### src/rtl/gf180mcu_fd_sc_mcu7t5v0__bufq.sv
// gf180mcu_fd_sc_mcu7t5v0__bufq: clocked elastic buffer, WIDTH bits by DEPTH words.
// Valid/ready handshake on both sides, first-word-fall-through read port.
//
// Ports:
//   CLK      clock, rising edge
//   RST      asynchronous active-high reset
//   I        write data            I_VALID  write request     I_READY  can accept (registered)
//   FLUSH    synchronous discard of all stored words
//   Z        head-of-queue data    Z_VALID  Z holds a word    Z_READY  consumer accepts Z
//   LEVEL    number of stored words, 0..DEPTH
module gf180mcu_fd_sc_mcu7t5v0__bufq #(
   parameter int unsigned WIDTH = 8,
   parameter int unsigned DEPTH = 4,
   localparam int unsigned LW = $clog2(DEPTH + 1)
) (
   input  logic             CLK,
   input  logic             RST,
   input  logic [WIDTH-1:0] I,
   input  logic             I_VALID,
   output logic             I_READY,
   input  logic             FLUSH,
   output logic [WIDTH-1:0] Z,
   output logic             Z_VALID,
   input  logic             Z_READY,
   output logic [LW-1:0]    LEVEL
);

   localparam int unsigned PW = $clog2(DEPTH);

   logic [WIDTH-1:0] r_mem [DEPTH];
   logic [PW-1:0]    r_rd_ptr, r_wr_ptr;
   logic [LW-1:0]    r_level;
   logic             r_ready;

   logic             w_push, w_pop, w_zvalid;
   logic [PW-1:0]    w_rd_ptr_d, w_wr_ptr_d;
   logic [PW-1:0]    w_rd_inc, w_wr_inc;
   logic [LW-1:0]    w_level_d;
   logic             w_ready_d;

   assign w_zvalid = (r_level != '0);
   assign w_push   = I_VALID & r_ready;
   assign w_pop    = w_zvalid & Z_READY;

   // Explicit wrap compare so non-power-of-two depths work.
   assign w_rd_inc = (r_rd_ptr == PW'(DEPTH - 1)) ? '0 : r_rd_ptr + 1'b1;
   assign w_wr_inc = (r_wr_ptr == PW'(DEPTH - 1)) ? '0 : r_wr_ptr + 1'b1;

   always_comb begin
      w_rd_ptr_d = r_rd_ptr;
      w_wr_ptr_d = r_wr_ptr;
      w_level_d  = r_level;
      if (FLUSH) begin
         w_rd_ptr_d = '0;
         w_wr_ptr_d = '0;
         w_level_d  = '0;
      end else begin
         if (w_push) w_wr_ptr_d = w_wr_inc;
         if (w_pop)  w_rd_ptr_d = w_rd_inc;
         unique case ({w_push, w_pop})
            2'b10:   w_level_d = r_level + 1'b1;
            2'b01:   w_level_d = r_level - 1'b1;
            default: w_level_d = r_level;
         endcase
      end
      // Ready is a function of next state only, so it never depends
      // combinationally on I_VALID or Z_READY at the ports.
      w_ready_d = (w_level_d < LW'(DEPTH));
   end

   always_ff @(posedge CLK or posedge RST) begin
      if (RST) begin
         r_rd_ptr <= '0;
         r_wr_ptr <= '0;
         r_level  <= '0;
         r_ready  <= 1'b0;
      end else begin
         r_rd_ptr <= w_rd_ptr_d;
         r_wr_ptr <= w_wr_ptr_d;
         r_level  <= w_level_d;
         r_ready  <= w_ready_d;
      end
   end

   // Storage is deliberately left unreset.
   always_ff @(posedge CLK) begin
      if (w_push && !FLUSH) r_mem[r_wr_ptr] <= I;
   end

   assign I_READY = r_ready;
   assign Z_VALID = w_zvalid;
   assign Z       = w_zvalid ? r_mem[r_rd_ptr] : '0;
   assign LEVEL   = r_level;

endmodule
### config.mk
export PLATFORM = sky130hd
export DESIGN_NAME = gf180mcu_fd_sc_mcu7t5v0__bufq
export DESIGN_NICKNAME = d
export VERILOG_FILES = /design/src/rtl/gf180mcu_fd_sc_mcu7t5v0__bufq.sv
export SDC_FILE = /design/constraint.sdc
export NUM_CORES = 1
export LEC_CHECK = 0
export ABC_AREA = 1
export ABC_CLOCK_PERIOD_IN_PS = 2240
export CORE_UTILIZATION = 40
export CTS_BUF_LIST = sky130_fd_sc_hd__clkbuf_4
export DETAILED_ROUTE_END_ITERATION = 6
export GPL_TIMING_DRIVEN = 0
export SKIP_LAST_GASP = 1
export SYNTH_ARGS = -nofsm -noshare
export SYNTH_HDL_FRONTEND = slang
export SYNTH_SLANG_ARGS = --single-unit
### constraint.sdc
create_clock -name CLK -period 2.24 [get_ports CLK]
set_clock_uncertainty 0.1 [all_clocks]
set_input_delay 0.448 -clock CLK [delete_from_list [all_inputs] [get_ports CLK]]
set_output_delay 0.448 -clock CLK [all_outputs]
set_load 0.1 [all_outputs]
======== After elaboration in Yosys (flattened, before gate mapping) ========
Memories as Yosys holds them, arrays and structs flattened.
Cells that the tools add are included.
word-level totals
  register bits after elaboration ......... 8
  input port bits ......................... 13
  memories kept ........................... 1
  memory bits (writable) .................. 32
  word-level logic and storage cells ...... 32
  output and inout port bits .............. 13
memory list
  name   words  width  rd ports  clocked after memory_dff  write ports  line  source
  r_mem  4      8      1         0                         1            30    logic [WIDTH-1:0] r_mem [DEPTH];
operators by class
  reductions and logical operators ........ 5
  muxes and demuxes ....................... 11
  equal/unequal tests ..................... 4
  bitwise operators ....................... 2
  magnitude comparators ................... 1
  add/sub/neg operators ................... 4
operators with widths
  kind                                                                number
  2-bit two-way mux                                                   6
  8-bit two-way mux                                                   1
  2-bit == test, second input constant                                3
  3-bit case mux with 2 select lines                                  1
  2-bit by 1-bit adder with 2-bit output, second input constant       2
  2-bit nonzero test                                                  2
  3-bit by 1-bit adder with 3-bit output, second input constant       1
  3-bit < comparator, second input constant                           1
  3-bit two-way mux                                                   1
  3-bit nonzero test                                                  1
  3-bit by 1-bit subtractor with 3-bit output, second input constant  1
  1-bit bitwise AND                                                   2
  2-bit by 1-bit == test with 1-bit output, second input constant     1
  1-bit two-way mux                                                   2
  1-bit logical AND                                                   1
  1-bit zero test                                                     1

======== Depth between registers and ports, before layout ========
Gate-level depths: netlist of run 1.
  word-level depth ........................ 6
  mapped depth ............................ 14

======== Worst setup path after synthesis of run 1 ========
Ideal clock, no wire load.
  kind .................................... register to output
  from .................................... register r_level[0], in the netlist LEVEL[0]
  to ...................................... output Z[0]
  cell stages (with the launch flop) ...... 5
  arrival time ............................ 3306 ps
  slack ................................... -1614 ps
  path buffers ............................ 0
  cell sequence ........................... dfrtp_1 -> inv_1 -> nand3_2 -> inv_1 -> a21oi_1
on the way
  longest elaborated chain between the ends .. 2
ends and longest elaborated chain
  what                    line  source
  start, declared         32    logic [LW-1:0] r_level;
  start signal, assigned  80    r_level <= w_level_d;
  3-bit nonzero test      41    assign w_zvalid = (r_level != '0);
  net Z_VALID             23    output logic Z_VALID,
  8-bit two-way mux       92    assign Z = w_zvalid ? r_mem[r_rd_ptr] : '0;
  end, declared           22    output logic [WIDTH-1:0] Z,
The timed path passes the listed nets, and every way through them passes these cells.

======== Worst setup path after layout of run 1 ========
  from .................................... register r_level[0], in the netlist LEVEL[0]
  to ...................................... output LEVEL[0]
RTL lines
  what           line  source
  end, declared  25    output logic [LW-1:0] LEVEL
No word-level cell between the ends.

==> results of run 1 <==
[registers in the layout (all words and copies together) (netlist names)]
name / flops
r_wr_ptr: 2
LEVEL: 3
r_mem: 32
I_READY: 1
r_rd_ptr: 2
[area by class of cell]
class	count	area, sq um
buffer	4	46.3
fill	380	1820
sequential	40	1170
timing repair buffer	30	413
tap	52	65.1
clock inverter	3	37.5
clock buffer	5	37.5
multi-input combinational	102	636
inverter	22	93.8
[stage by stage]
step / setup TNS (ns) / instances
3_5_place_dp: -14.28 / 245
5_1_grt: -0.261 / 258
4_1_cts: -0.0608 / 254
3_3_place_gp: -11.65 / 245
6_report: 0 / 258
2_1_floorplan: -3.29 / 168
[per-layer routing]
layer	global-route usage, %	wire, um
met3	4.82	97
met5	0	0
met2	30.3	1990
met1	23.0	1790
met4	5.22	40
[worst paths after layout]
check	end	depth (start not counted)
min	r_wr_ptr[0]	2
min in group CLK	r_wr_ptr[1]	2
max	LEVEL[0]	1
min reg2reg	r_wr_ptr[1]	2
max in group asynchronous	LEVEL[1]	2
max reg2reg	LEVEL[2]	13
[cell families after synthesis]
logic type / synth area share [%]
xor gates and xnor gates: 0.974
AOI/OAI and AO/OA: 8.34
DFF: 64.5
and+or+nand+nor: 13.7
buffers and inverters: 6.88
adders and majority gates: 5.56
[synthesized netlist by cell type, drive strengths merged]
master and number:
a21oi 9, buf 4, dfrtp 8, edfxtp 32, ha 8, inv 22, nand2 14, nand3 7
nor2 41, o21ai 21, xor2 2
[repair_timing]
| action | in CTS | in global routing |
|---|---|---|
| setup endpoints to repair | 13 | 35 |
| gates resized for setup | 65 | 30 |
| cloned | 0 | 3 |
| buffers inserted | 1 | 1 |
| hold buffers | 0 | 0 |
| pin swaps | 0 | 3 |
==> metrics.txt, run 1 <==
maximum clock frequency 457 MHz; ratio of cells with drive above 1 in the final layout between 20% and 30%; die boundary height roughly 69 um; slew at the pin closest to its max-slew limit slightly below 1 ns; largest net degree at the start of global routing 13; endpoints failing setup 0; CP startpoint LEVEL[0]; largest driver fanout on the critical path 3; critical register-to-register path startpoint LEVEL[1]; clock tree buffer depth 2; total routed wirelength between 3000 and 4000 um; Slowest Stage Delay on Critical Path roughly 0.83 ns; Synth Net Count about 190; total global-route track usage 18.1%; commonest non-fill, non-tap cells in the layout nor2_1, edfxtp_1, inv_1; setup repair after global routing missed its margin true; CTS tree built; starting utilization of the core area 41.6%; Port Buffer Count 25; routed length per instance 15.2 um; max-slew violation count 0; Syn Std Cell Area roughly 1800 sq um; clock network latency to the later pin of the worst-skew pair around 0.35 ns; grt total ovfl 0; class of the tightest hold or removal check input pin to asynchronous set/reset pin; vias in the first global route roughly 1,300; number of synthesis warnings 0; routability cong. between 0.7 and 0.8; Area contributors post-synth edfxtp_1, dfrtp_1, nor2_1, ha_1, inv_1; post-route cell area between 2000 and 3000 sq um; antenna violations before repair 0; setup slack on the worst flop-to-flop path approximately 0.21 ns; final-stage net count around 230; post-synthesis instance total ~170; Pre-Repair DR Iteration Count 4; required time at the worst-slack endpoint about 1.7 ns; number of placement rows 24; TritonCTS Sinks 40; number of storage elements in the synthesis netlist 40; # DRC 0; setup slack after placement -0.633 ns; cell type with the highest aggregate area in the netlist edfxtp_1; final setup margin roughly 0.050 ns; via count of the routed design ~1,300; Critical Path AT 1.64 ns; Slowest cell on crit path clkdlybuf4s15_1; CP cell instances clkdlybuf4s15_1; Avg Cell Area, Syn between 10 and 15 sq um; max_cap viols 0; number of library cell types mapped by synthesis 18; min Tclk post-route 2.19 ns; Core Area 4320 sq um; DRT iter0 DRCs 82; Placed Area 2230 sq um; number of buffers inserted during clock tree synthesis 5; worst setup path class flip-flop to output port; Reg clk slew, reported paths roughly 0.12 ns; buffering stage count on the worst path with inverters included 1; drt via density 4.88; Layout area overhead 39.1%; global-route wire length before repair 6610 um; number of antenna repair diodes 0; hold slack 0.239 ns; root buf cell clkbuf_4; crit share post-route around 98%; top cell type's share of synthesized area between 50% and 60%; status completed; crit end category output port; antenna-violating nets left 0; Max-Slew Margin vs Limit a little over a third; H-tree depth reported by CTS 2; Final Util between 50% and 60%; part of the Yosys area used for sequential elements between 60 and 70%; Post-DP HPWL 2540 um; CP Launch Type flip-flop; cell class contributing the biggest share of worst-path delay buffers and inverters; Total Die Area approximately 4800 sq um; Hold Violations, Final 0; commonest non-fill, non-tap cell in the layout nor2_1; number of ports placed on the die boundary 26; width of the die 69.1 um
Power of run 1 is not shown: default switching activity piles up to over one toggle a cycle in this logic, so the estimate is an artifact.
==> run 2, diff against run 1 <==
PLACE_DENSITY = 0.73   (was not set)
==> metrics.txt, run 2 (synthesis results as in run 1) <==
number of placement rows 24 (unchanged); class of the tightest hold or removal check input pin to asynchronous set/reset pin; Total Die Area 4770 sq um (unchanged); CP Launch Type flip-flop; width of the die 69.1 um (unchanged); clock network latency to the later pin of the worst-skew pair 0.35 ns (about the same); routability cong. 0.754 (-4.3%); crit share post-route 97.6% (-0.13 points); antenna violations before repair 0 (unchanged); routed wire length on met3 100 um (+3.1%); Hold Buf Count CTS 0 (unchanged); Slowest cell on crit path clkdlybuf4s15_1; Final Util 57.9% (unchanged); post-route setup TNS 0 ns (unchanged); Port Buffer Count 25 (unchanged); Slowest Stage Delay on Critical Path 0.83 ns (about the same); starting utilization of the core area 41.6% (unchanged); DRT iter0 DRCs 90 (+9.8%); CP cell instances clkdlybuf4s15_1; Max-Slew Margin vs Limit 36.6% (+0.45 points); cell class contributing the biggest share of worst-path delay buffers and inverters; worst setup path class flip-flop to output port; clock tree buffer depth 2 (unchanged); min Tclk post-route 2.19 ns (-0.00291 ns); final-stage net count 226 (unchanged); die boundary height 69.1 um (unchanged); Pre-Repair DR Iteration Count 4 (unchanged); maximum clock frequency 457 MHz (+0.13%); via count of the routed design 1,240 (-1.6%); register with the highest flop count r_mem; hold slack 0.236 ns (-0.00327 ns); largest driver fanout on the critical path 4 (+1); met1 layer wirelength in the final routing 1630 um (-8.9%); commonest non-fill, non-tap cell in the layout nor2_1; H-tree depth reported by CTS 2 (unchanged); TritonCTS Sinks 40 (unchanged); required time at the worst-slack endpoint 1.69 ns (about the same); root buf cell clkbuf_4; Critical Path AT 1.64 ns (about the same); Core Area 4320 sq um (unchanged); slew at the pin closest to its max-slew limit 0.955 ns (-0.00669 ns); Placed Cells 245 (unchanged); total routed wirelength 3520 um (-10%); number of ports placed on the die boundary 26 (unchanged); total global-route track usage 15.4% (-2.7 points); number of antenna repair diodes 0 (unchanged); antenna-violating nets left 0 (unchanged); commonest non-fill, non-tap cells in the layout nor2_1, edfxtp_1, inv_1; global-route wire length before repair 5520 um (-16%); status completed; buffering stage count on the worst path with inverters included 1 (unchanged); vias in the first global route 1,232 (-8.7%); drt via density 4.81 (-1.6%); CTS tree built; max_cap viols 0 (unchanged); # DRC 0 (unchanged); Post-DP HPWL 2240 um (-12%); Hold Violations, Final 0 (unchanged); setup repair after global routing missed its margin true; endpoints failing setup 0 (unchanged); Layout area overhead 39.1% (unchanged); Max Used Layer met4; ratio of cells with drive above 1 in the final layout 26.2% (+1.5 points); grt total ovfl 0 (unchanged); wire length on met2 1710 um (-14%); largest net degree at the start of global routing 15 (+2); flip-flop count of the largest register after layout 32 (unchanged); post-layout instance count excluding filler cells 258 (unchanged); max-slew violation count 0 (unchanged); number of cells on the critical path 1 (unchanged); worst reg-to-reg path cell count 13 (unchanged); routed length per instance 13.6 um (-10%); Reg clk slew, reported paths 0.12 ns (about the same); Filler Cell Count 366 (-3.7%); number of buffers inserted during clock tree synthesis 5 (unchanged); crit end category output port
-- run 2: cell count changes in the layout (fill, tap and decap cells not counted), moves of 2 or more --
cell,delta
clkinv_1,-2
nor2_1,+2
nor2_2,-2
o21ai_1,-2
o21ai_2,+2
-- run 2: worst paths after layout --
path,slack (ns),endpoint,from
worst max-delay path,0.05,LEVEL[1],LEVEL[1]
worst min register to register,0.54,r_wr_ptr[1],r_wr_ptr[1]
worst max register to register,0.21,LEVEL[2],LEVEL[1]
max in group asynchronous,1.52,LEVEL[2],RST
min in group CLK,0.54,r_wr_ptr[1],r_wr_ptr[1]
worst min-delay path,0.24,r_rd_ptr[0],RST
-- run 2: layout make-up --
| type | instances | area (sq um) | share of cell area (%) |
|---|---|---|---|
| inverters | 22 | 93.8 | 3.75 |
| multi-input cells | 102 | 641 | 25.6 |
| clock buffers | 5 | 37.5 | 1.50 |
| well taps | 52 | 65.1 | 2.60 |
| clock inverters | 3 | 46.3 | 1.85 |
| flip-flops and latches | 40 | 1170 | 46.9 |
| repair buffers | 30 | 394 | 15.8 |
| plain buffers | 4 | 51.3 | 2.05 |
-- run 2: timing repair --
item | in CTS | in global routing
gates cloned | 0 | 2
setup endpoints to repair | 13 | 11
resized for setup | 66 | 30
pin swaps | 0 | 4
setup buffers | 1 | 2
-- run 2: worst register-to-register path: stages (launching register included) --
cell and delay [ns]:
dfrtp_4 0.52, inv_2 0.08, nand3_4 0.10, nand2_2 0.11, inv_2 0.06, ha_1 0.23
xor2_1 0.15, ha_1 0.18, inv_1 0.05, nand2_1 0.07, nand3_1 0.07, nand3_1 0.08
nand2_1 0.09, inv_1 0.04
-- run 2: routing by layer --
metal,vias up,GRT usage [%]
li1,634,-
met3,6,2.49
met2,28,25.4
met5,-,0
met1,572,18.8
met4,0,9.52
-- run 2: metrics by stage --
step / instance area [sq um] / setup WS, ns
final: 2500 / 0.0529
after global routing: 2500 / -0.0302
after CTS: 2350 / -0.0346
after detailed placement: 2230 / -0.636
after global placement: 2230 / -0.635
after floorplan: 1920 / -0.354
Power of run 2 is left out for the same reason.
